==> config.mk <==
export PLATFORM = sky130hd
export DESIGN_NAME = time_set_ctrl
export DESIGN_NICKNAME = d
export VERILOG_FILES = /design/src/rtl/time_ctrl_pkg.sv /design/src/rtl/btn_edge_sync.sv /design/src/rtl/time_set_ctrl.sv
export SDC_FILE = /design/constraint.sdc
export NUM_CORES = 1
export LEC_CHECK = 0
export BUFFER_PORTS_ARGS = -buffer_cell sky130_fd_sc_hd__buf_4
export CAP_MARGIN = 20
export CORE_ASPECT_RATIO = 1.75
export CORE_MARGIN = 2
export CORE_UTILIZATION = 35
export CTS_CLUSTER_DIAMETER = 60
export CTS_CLUSTER_SIZE = 28
export DETAILED_ROUTE_END_ITERATION = 7
export HOLD_SLACK_MARGIN = 0.02
export PLACE_DENSITY = 0.54
export SYNTH_ARGS = -nofsm -noshare
export SYNTH_HDL_FRONTEND = slang
export SYNTH_SLANG_ARGS = --single-unit
==> constraint.sdc <==
create_clock -name clk -period 2.5 [get_ports clk]
set_input_delay 0.25 -clock clk [delete_from_list [all_inputs] [get_ports clk]]
set_output_delay 0.25 -clock clk [all_outputs]
set_load 0.05 [all_outputs]
==> src/rtl/time_ctrl_pkg.sv <==
`default_nettype none
// ============================================================================
// Module      : time_ctrl_pkg
// Description : Shared types, digit limits and helpers for the MM:SS
//               mode controller.
// Revision    : 1.0 - initial release
// ============================================================================
package time_ctrl_pkg;

    // Top-level operating modes
    typedef enum logic [1:0] {
        ST_STOP = 2'd0,
        ST_RUN  = 2'd1,
        ST_SET  = 2'd2
    } state_t;

    // Editable field in SET, in the order the sel button walks them
    typedef enum logic [1:0] {
        F_MIN10 = 2'd0,
        F_MIN1  = 2'd1,
        F_SEC10 = 2'd2,
        F_SEC1  = 2'd3
    } field_t;

    localparam logic [3:0] TENS_MAX = 4'd5;
    localparam logic [3:0] ONES_MAX = 4'd9;

    // Increment a BCD digit, wrapping to 0 once it reaches its limit
    function automatic logic [3:0] digit_inc(input logic [3:0] d, input logic [3:0] lim);
        return (d >= lim) ? 4'd0 : d + 4'd1;
    endfunction

    // Blink-mask bit for a field: bit0 sec_1 ... bit3 min_10
    function automatic logic [3:0] field_onehot(input field_t f);
        logic [3:0] m;
        case (f)
            F_MIN10: m = 4'b1000;
            F_MIN1:  m = 4'b0100;
            F_SEC10: m = 4'b0010;
            F_SEC1:  m = 4'b0001;
            default: m = 4'b0000;
        endcase
        return m;
    endfunction

endpackage
`default_nettype wire

==> src/rtl/btn_edge_sync.sv <==
`default_nettype none
// ============================================================================
// Module      : btn_edge_sync
// Description : Two-flop synchronizer for an asynchronous button level plus
//               a delay flop; edge_out is high for one cycle per rising edge.
// Revision    : 1.0 - initial release
// ============================================================================
module btn_edge_sync
    import time_ctrl_pkg::*;
(
    input  logic clk,
    input  logic rst,
    input  logic btn_in,
    output logic edge_out
);

    logic r_s1;
    logic r_s2;
    logic r_s3;

    // Resynchronize the level and keep one extra stage for edge detection
    always_ff @(posedge clk or negedge rst) begin
        if (!rst) begin
            r_s1 <= 1'b0;
            r_s2 <= 1'b0;
            r_s3 <= 1'b0;
        end else begin
            r_s1 <= btn_in;
            r_s2 <= r_s1;
            r_s3 <= r_s2;
        end
    end

    assign edge_out = r_s2 & ~r_s3;

endmodule
`default_nettype wire

==> src/rtl/time_set_ctrl.sv <==
`default_nettype none
// ============================================================================
// Module      : time_set_ctrl
// Description : MM:SS mode controller. Counts time from the 1 Hz tick in RUN,
//               lets the user edit each digit in SET, drives the per-digit
//               blink mask and emits the hour carry.
// Revision    : 1.0 - initial release
// ============================================================================
module time_set_ctrl
    import time_ctrl_pkg::*;
#(
    parameter int BLINK_DIV = 500
)(
    input  logic       clk,
    input  logic       rst,
    input  logic       tick_1hz,
    input  logic       btn_mode,
    input  logic       btn_sel,
    input  logic       btn_inc,
    output logic       run,
    output logic [3:0] sec_1,
    output logic [3:0] sec_10,
    output logic [3:0] min_1,
    output logic [3:0] min_10,
    output logic [3:0] blink_mask,
    output logic       carry_hour
);

    localparam int               C_CNT_W   = (BLINK_DIV > 2) ? $clog2(BLINK_DIV) : 1;
    localparam logic [C_CNT_W-1:0] C_CNT_MAX = C_CNT_W'(BLINK_DIV - 1);

    // ------------------------------------------------------------------------
    // Button edge detection
    // ------------------------------------------------------------------------
    logic w_mode_raw;
    logic w_sel_raw;
    logic w_inc_raw;

    btn_edge_sync u_mode_sync (
        .clk      (clk),
        .rst      (rst),
        .btn_in   (btn_mode),
        .edge_out (w_mode_raw)
    );

    btn_edge_sync u_sel_sync (
        .clk      (clk),
        .rst      (rst),
        .btn_in   (btn_sel),
        .edge_out (w_sel_raw)
    );

    btn_edge_sync u_inc_sync (
        .clk      (clk),
        .rst      (rst),
        .btn_in   (btn_inc),
        .edge_out (w_inc_raw)
    );

    logic r_mode_edge;
    logic r_sel_edge;
    logic r_inc_edge;

    // Register the detected edges so the FSM sees clean one-cycle pulses
    always_ff @(posedge clk or negedge rst) begin
        if (!rst) begin
            r_mode_edge <= 1'b0;
            r_sel_edge  <= 1'b0;
            r_inc_edge  <= 1'b0;
        end else begin
            r_mode_edge <= w_mode_raw;
            r_sel_edge  <= w_sel_raw;
            r_inc_edge  <= w_inc_raw;
        end
    end

    // ------------------------------------------------------------------------
    // Mode FSM, digit registers and blink counter
    // ------------------------------------------------------------------------
    state_t             r_state;
    field_t             r_field;
    logic [3:0]         r_sec_1;
    logic [3:0]         r_sec_10;
    logic [3:0]         r_min_1;
    logic [3:0]         r_min_10;
    logic               r_run;
    logic               r_carry_hour;
    logic [C_CNT_W-1:0] r_blink_cnt;
    logic               r_phase;

    // Mode transitions, RUN counting with carry chain, SET digit editing and
    // the blink timebase that restarts whenever the edited digit changes
    always_ff @(posedge clk or negedge rst) begin
        if (!rst) begin
            r_state      <= ST_STOP;
            r_field      <= F_MIN10;
            r_sec_1      <= 4'd0;
            r_sec_10     <= 4'd0;
            r_min_1      <= 4'd0;
            r_min_10     <= 4'd0;
            r_run        <= 1'b0;
            r_carry_hour <= 1'b0;
            r_blink_cnt  <= '0;
            r_phase      <= 1'b0;
        end else begin
            r_carry_hour <= 1'b0;
            case (r_state)
                ST_STOP: begin
                    r_blink_cnt <= '0;
                    r_phase     <= 1'b0;
                    if (r_mode_edge) begin
                        r_state <= ST_RUN;
                        r_run   <= 1'b1;
                    end else if (r_sel_edge) begin
                        r_state <= ST_SET;
                        r_field <= F_MIN10;
                    end
                end

                ST_RUN: begin
                    r_blink_cnt <= '0;
                    r_phase     <= 1'b0;
                    // A tick landing with the mode edge is still counted
                    if (tick_1hz) begin
                        r_sec_1 <= digit_inc(r_sec_1, ONES_MAX);
                        if (r_sec_1 == ONES_MAX) begin
                            r_sec_10 <= digit_inc(r_sec_10, TENS_MAX);
                            if (r_sec_10 == TENS_MAX) begin
                                r_min_1 <= digit_inc(r_min_1, ONES_MAX);
                                if (r_min_1 == ONES_MAX) begin
                                    r_min_10 <= digit_inc(r_min_10, TENS_MAX);
                                    if (r_min_10 == TENS_MAX) begin
                                        r_carry_hour <= 1'b1;
                                    end
                                end
                            end
                        end
                    end
                    if (r_mode_edge) begin
                        r_state <= ST_STOP;
                        r_run   <= 1'b0;
                    end
                end

                ST_SET: begin
                    // inc always hits the field that is current this cycle,
                    // even when sel advances the field on the same edge
                    if (r_inc_edge) begin
                        case (r_field)
                            F_MIN10: r_min_10 <= digit_inc(r_min_10, TENS_MAX);
                            F_MIN1:  r_min_1  <= digit_inc(r_min_1,  ONES_MAX);
                            F_SEC10: r_sec_10 <= digit_inc(r_sec_10, TENS_MAX);
                            F_SEC1:  r_sec_1  <= digit_inc(r_sec_1,  ONES_MAX);
                            default: ;
                        endcase
                    end

                    if (r_mode_edge) begin
                        r_state     <= ST_STOP;
                        r_field     <= F_MIN10;
                        r_blink_cnt <= '0;
                        r_phase     <= 1'b0;
                    end else if (r_sel_edge) begin
                        if (r_field == F_SEC1) begin
                            r_state <= ST_STOP;
                            r_field <= F_MIN10;
                        end else begin
                            r_field <= field_t'(r_field + 2'd1);
                        end
                        r_blink_cnt <= '0;
                        r_phase     <= 1'b0;
                    end else if (r_inc_edge) begin
                        r_blink_cnt <= '0;
                        r_phase     <= 1'b0;
                    end else if (r_blink_cnt == C_CNT_MAX) begin
                        r_blink_cnt <= '0;
                        r_phase     <= ~r_phase;
                    end else begin
                        r_blink_cnt <= r_blink_cnt + 1'b1;
                    end
                end

                default: begin
                    r_state     <= ST_STOP;
                    r_field     <= F_MIN10;
                    r_run       <= 1'b0;
                    r_blink_cnt <= '0;
                    r_phase     <= 1'b0;
                end
            endcase
        end
    end

    // ------------------------------------------------------------------------
    // Outputs (all derived directly from flops)
    // ------------------------------------------------------------------------
    assign run        = r_run;
    assign sec_1      = r_sec_1;
    assign sec_10     = r_sec_10;
    assign min_1      = r_min_1;
    assign min_10     = r_min_10;
    assign carry_hour = r_carry_hour;
    assign blink_mask = ((r_state == ST_SET) && r_phase) ? field_onehot(r_field) : 4'b0000;

endmodule
`default_nettype wire

-- Word level (Yosys, flattened, before mapping)
Cells that the tools add are included.
- bits of input ports: 6
- flip-flop bits (word level): 44
- output and inout port bits: 22
- word-level logic and storage cells: 139
- equality and inequality tests: 27
- bitwise logic cells: 9
- reduce and logical (&&, ||, !) cells: 11
- $add $sub $neg: 6
- multiplexer cells: 60
- magnitude comparators: 4
- operators with widths (cell ; count):
    4-bit 2-to-1 mux ; 23
    9-bit 2-to-1 mux ; 5
    4-bit one-hot mux with 2 select lines ; 4
    2-bit 2-to-1 mux ; 11
    2-bit != test, second input constant ; 10
    4-bit by 1-bit adder with 4-bit output, second input constant ; 4
    4-bit one-hot mux with 4 select lines ; 1
    1-bit 2-to-1 mux ; 13
    2-bit one-hot mux with 3 select lines ; 2
    4-bit AND reduction ; 3
    9-bit by 1-bit adder with 9-bit output, second input constant ; 1
    9-bit equality test, second input constant ; 1
    3-bit != test, second input constant ; 3
    4-bit by 3-bit equality test with 1-bit output, second input constant ; 2
    4-bit equality test, second input constant ; 2
    4-bit by 3-bit greater-or-equal comparator with 1-bit output, second input constant ; 2
    4-bit greater-or-equal comparator, second input constant ; 2
    7-bit AND reduction ; 1
    2-bit equality test, second input constant ; 3
    2-bit by 1-bit != test with 1-bit output, second input constant ; 3
    1-bit inverter ; 6
    6-bit AND reduction ; 1
    5-bit != test, second input constant ; 1
    5-bit AND reduction ; 1
    other kinds (8) ; 12

-- Logic depth before layout (Yosys ltp)
- depth after elaboration: 7
- depth in mapped cells: 6
- depth with buffers taken out: 6

-- By module
From an unflattened synthesis, not the netlist that was laid out.
- cells, all modules: 199
- area, all modules: 2197.1 um^2
- modules (own cells, without submodules) (module ; area each (um^2) ; cells an instance ; instances ; seq. area each (um^2)):
    time_set_ctrl ; 1930.6 ; 187 ; 1 ; 875.8
    btn_edge_sync ; 88.8 ; 4 ; 3 ; 75.1

-- Least setup slack after synthesis
OpenSTA, ideal clock, no wires.
- path type: register -> register
- start: register r_min_1[1] (netlist: min_1[1])
- end: register r_min_10[0] (netlist: min_10[0])
- path buffers: 0
- required time: 2.375 ns
- stages on the path, launching flop included: 7
- setup slack: 0.330 ns
- arrival time: 2.045 ns
- path through: dfrtp_1 inv_1 ha_1 and3b_1 a311oi_1 or2_2 mux2_2
- cells in the longest elaborated chain, start to end: 3
- ends and longest elaborated chain (what ; line ; text):
    from (decl) ; time_set_ctrl.sv:84 ; logic [3:0] r_min_1;
    from (signal assigned) ; time_set_ctrl.sv:129 ; r_min_1 <= digit_inc(r_min_1, ONES_MAX);
    from (signal assigned) ; time_set_ctrl.sv:151 ; F_MIN1: r_min_1 <= digit_inc(r_min_1, ONES_MAX);
    4-bit equality test ; time_set_ctrl.sv:130 ; if (r_min_1 == ONES_MAX) begin
    2-bit != test (no source line) ; - ;
    7-bit AND reduction (no source line) ; - ;
    to (signal assigned) ; time_set_ctrl.sv:131 ; r_min_10 <= digit_inc(r_min_10, TENS_MAX);
    to (signal assigned) ; time_set_ctrl.sv:150 ; F_MIN10: r_min_10 <= digit_inc(r_min_10, TENS_MAX);
    to (decl) ; time_set_ctrl.sv:85 ; logic [3:0] r_min_10;
No other way between the ends.
A chain may end at the register's enable or synchronous reset.

-- Worst setup path in the final report
Ends and elaborated chain as after synthesis.

==> results.txt <==
----------------------------------------------------
[Outcome]
  Status ... completed

[Timing]
  Clock period minus final worst setup slack ... 2.019 ns
  Final Hold Violating Endpoints ... 0
  Fraction of the cycle the final worst path needs ... 80.75%
  Clk_skew ... 0.006118 ns
  Max-Slew Margin vs Limit ... 61.17%
  Final number of setup-violating endpoints ... 0
  Slew at the pin with the worst max-slew slack ... 0.5824 ns
  Fmax ... 0.4954 GHz
  Hold_ws ... 0.04432 ns
  Total negative slack for setup checks ... 0 ns
  RSZ-0062 raised after global routing ... no
  Max Transition Viols Final ... 0

[Logic synthesis]
  Synthesized netlist cell count ... 194
  Most frequent cells after synthesis ... sky130_fd_sc_hd__dfrtp_1 (44), sky130_fd_sc_hd__ha_1 (19), sky130_fd_sc_hd__nor2_1 (17), sky130_fd_sc_hd__inv_1 (15), sky130_fd_sc_hd__o21ai_0 (12)
  Leading post-synthesis cells by cell area ... sky130_fd_sc_hd__dfrtp_1 (51%), sky130_fd_sc_hd__ha_1 (11%), sky130_fd_sc_hd__nor2_1 (3.0%)
  Post-synthesis cell type count ... 39
  Synthesized net count ... 219
  Number of synthesized flops with an enable pin ... 0
  Share of the synthesized area in the top cell type ... 51.13%
  Cell with the most instances after synthesis ... sky130_fd_sc_hd__dfrtp_1
  Top cell type by total area after synthesis ... sky130_fd_sc_hd__dfrtp_1
  Cell area after technology mapping ... 2153 sq um
  Async set or reset register ratio after synthesis ... 100.0%
  Top FF cell, synth ... sky130_fd_sc_hd__dfrtp_1
  Count of state elements after synthesis ... 44
  Sequential fraction of the synthesis area ... 51.13%
  Synthesis warning total ... 0
  Mean instance size in the synthesized netlist ... 11.10 sq um

[Pwr]
  Maximum resistive drop on vdd ... roughly 0.00062 V
  Total power divided by cell area ... 1036 nW/um^2
  Leak Pwr ... 1.218 nW

[Clocking]
  Sink Count ... 44
  Library cell used as clock root buffer ... sky130_fd_sc_hd__clkbuf_8
  Clock latency reported for the late side of the worst-skew pair ... around 0.30 ns
  Level count of the clock H-tree ... 2
  Worst-case clock buffer depth ... 2
  CTS tree ... done
  Clock buffers created by TritonCTS ... 5
  CTS clk-pin slew, worst paths ... 0.09 ns
  Number of instances resized during post-cts repair ... 0

[Routing]
  Drt via density ... 4.912
  Number of nets still failing antenna checks after routing ... 0
  Number of design rule violations left after detail routing ... 0
  First-pass iteration count of the detailed router ... 6
  Routed wire per std cell ... 13.00 microns
  Total routed wirelength ... between 3000 and 4000 microns
  Starting DRC count in detailed routing ... 64
  Vias after detailed routing ... 1503

[Global routing]
  Global-route wire length before repair ... about 7000 microns
  Initial antenna violation count ... 0
  Gr usage total ... 13.29%
  Vias in the first global route ... around 1500
  Pin count of the biggest net entering global routing ... 45
  GR Overflow Total ... 0

[Layout]
  Antenna cells ... 0
  Layout net count ... 252
  Layout cells sized above 1 ... 19.74%
  Synthesis-to-layout area growth ... 18.71%

[Floorplan]
  Core region area ... 5926 sq um
  Site row count ... 37
  Die width ... 63.29 microns
  Floorplan die area ... between 6000 and 7000 sq um
  Initial Utilization ... 36.34%
  Vertical extent of the die ... 107.8 microns
  IO Pins ... 28

[Place]
  Final HPWL from detailed placement ... 2891 microns
  GPL Wtd Cong ... 0.7768
  Count of buffers from port buffering ... 27

[Critical path]
  Arrival time of data at the critical path endpoint ... 2.21 ns
  Type of origin of the critical path ... register
  Nature of the critical path endpoint ... register
  CP Data Required Time ... 2.69 ns
  Critical setup path kind ... register to register
  Critical-path maximum fanout ... 4

[Job]
  Max capacitance violation total ... 0

[Worst hold path]
  Path category of the worst min-delay check ... primary input to register

----------------------------------------------------
[layer usage]
metal	global-route usage, %	routed length, microns
met5	0	0
met4	7.143	84
met3	3.661	201
met2	21.66	1972
met1	15.82	1719
[power by group]
group / switching (W) / internal, W
Clock: 0.000264 / 0.000301
Combinational: 0.000690 / 0.000375
Sequential: 0.000178 / 0.000842
[sequential cells by signal, indices dropped and copies added (netlist names), 2 cells and up]
signal / count
min_1: 4
min_10: 4
r_blink_cnt: 9
r_field: 2
r_state: 2
sec_1: 4
sec_10: 4
[layout make-up]
class                           instances  area, sq um
Fill cell                             630         3369
Timing Repair Buffer                   28        212.7
Tap cell                               78        97.59
Multi-Input combinational cell        133        973.4
Clock buffer                            5        68.82
Sequential cell                        44         1101
Inverter                               15        56.30
Clock inverter                          3        46.29
[per-stage QoR]
stage	instance area (sq um)	total power (W)	std cells	utilization, %	setup WS, ns
after CTS	2556	0.002692	306	43.14	0.4821
after global placement	2431	0.002105	297	41.03	0.6156
after detailed placement	2431	0.002110	297	41.03	0.5081
final	2556	0.002649	306	43.14	0.4813
after floorplan	2153	0.001791	194	-	0.3300
after global routing	2556	0.002835	306	43.14	0.3304
[cell usage in the layout, fill, tap and decap left out, types with 2 or more instances in the layout]
| master | count |
|---|---|
| sky130_fd_sc_hd__a21o_1 | 2 |
| sky130_fd_sc_hd__a21oi_1 | 6 |
| sky130_fd_sc_hd__a22o_1 | 3 |
| sky130_fd_sc_hd__a32o_1 | 3 |
| sky130_fd_sc_hd__a41oi_1 | 3 |
| sky130_fd_sc_hd__and3_1 | 3 |
| sky130_fd_sc_hd__and3_2 | 5 |
| sky130_fd_sc_hd__and3b_1 | 3 |
| sky130_fd_sc_hd__and3b_2 | 2 |
| sky130_fd_sc_hd__buf_4 | 27 |
| sky130_fd_sc_hd__clkbuf_8 | 5 |
| sky130_fd_sc_hd__dfrtp_1 | 44 |
| sky130_fd_sc_hd__ha_1 | 19 |
| sky130_fd_sc_hd__inv_1 | 15 |
| sky130_fd_sc_hd__mux2i_1 | 3 |
| sky130_fd_sc_hd__nand2_1 | 6 |
| sky130_fd_sc_hd__nand2b_1 | 4 |
| sky130_fd_sc_hd__nand3_1 | 8 |
| sky130_fd_sc_hd__nor2_1 | 17 |
| sky130_fd_sc_hd__nor2b_1 | 5 |
| sky130_fd_sc_hd__nor3_1 | 2 |
| sky130_fd_sc_hd__o21ai_0 | 12 |
| sky130_fd_sc_hd__o2bb2ai_1 | 2 |
| sky130_fd_sc_hd__o31ai_1 | 2 |
| sky130_fd_sc_hd__xnor2_1 | 7 |
| sky130_fd_sc_hd__xor2_1 | 2 |
[cells by family after synthesis]
kind of cell | synth area share (%)
compound gates | 12.14
xor+xnor | 3.661
fa+ha+maj | 11.04
buf+inv | 3.660
flops | 51.13
mux | 1.918
simple gates | 16.45
[critical path: stages (launching register included)]
cell	delay, ns
sky130_fd_sc_hd__dfrtp_1	0.39
sky130_fd_sc_hd__inv_1	0.09
sky130_fd_sc_hd__ha_1	0.20
sky130_fd_sc_hd__and3b_1	0.20
sky130_fd_sc_hd__a311oi_1	0.46
sky130_fd_sc_hd__or2_2	0.24
sky130_fd_sc_hd__mux2_2	0.33
[worst paths after layout]
kind / start / end / slack, ns / cells past startpoint
max: min_1[1] / min_10[0] / 0.48 / 6
min: btn_sel / u_sel_sync.r_s1 / 0.04 / 1
max reg2reg: min_1[1] / min_10[0] / 0.48 / 6
min reg2reg: u_inc_sync.r_s1 / u_inc_sync.r_s2 / 0.36 / 0
max in group asynchronous: rst / r_blink_cnt[4] / 1.62 / 2
min in group asynchronous: rst / sec_10[2] / 0.47 / 2
[timing repair]
item	4_1_cts	5_1_grt
hold buffers	1	0
hold endpoints to repair	44	0
setup buffers	0	0
(Power assumes the default switching activity.)
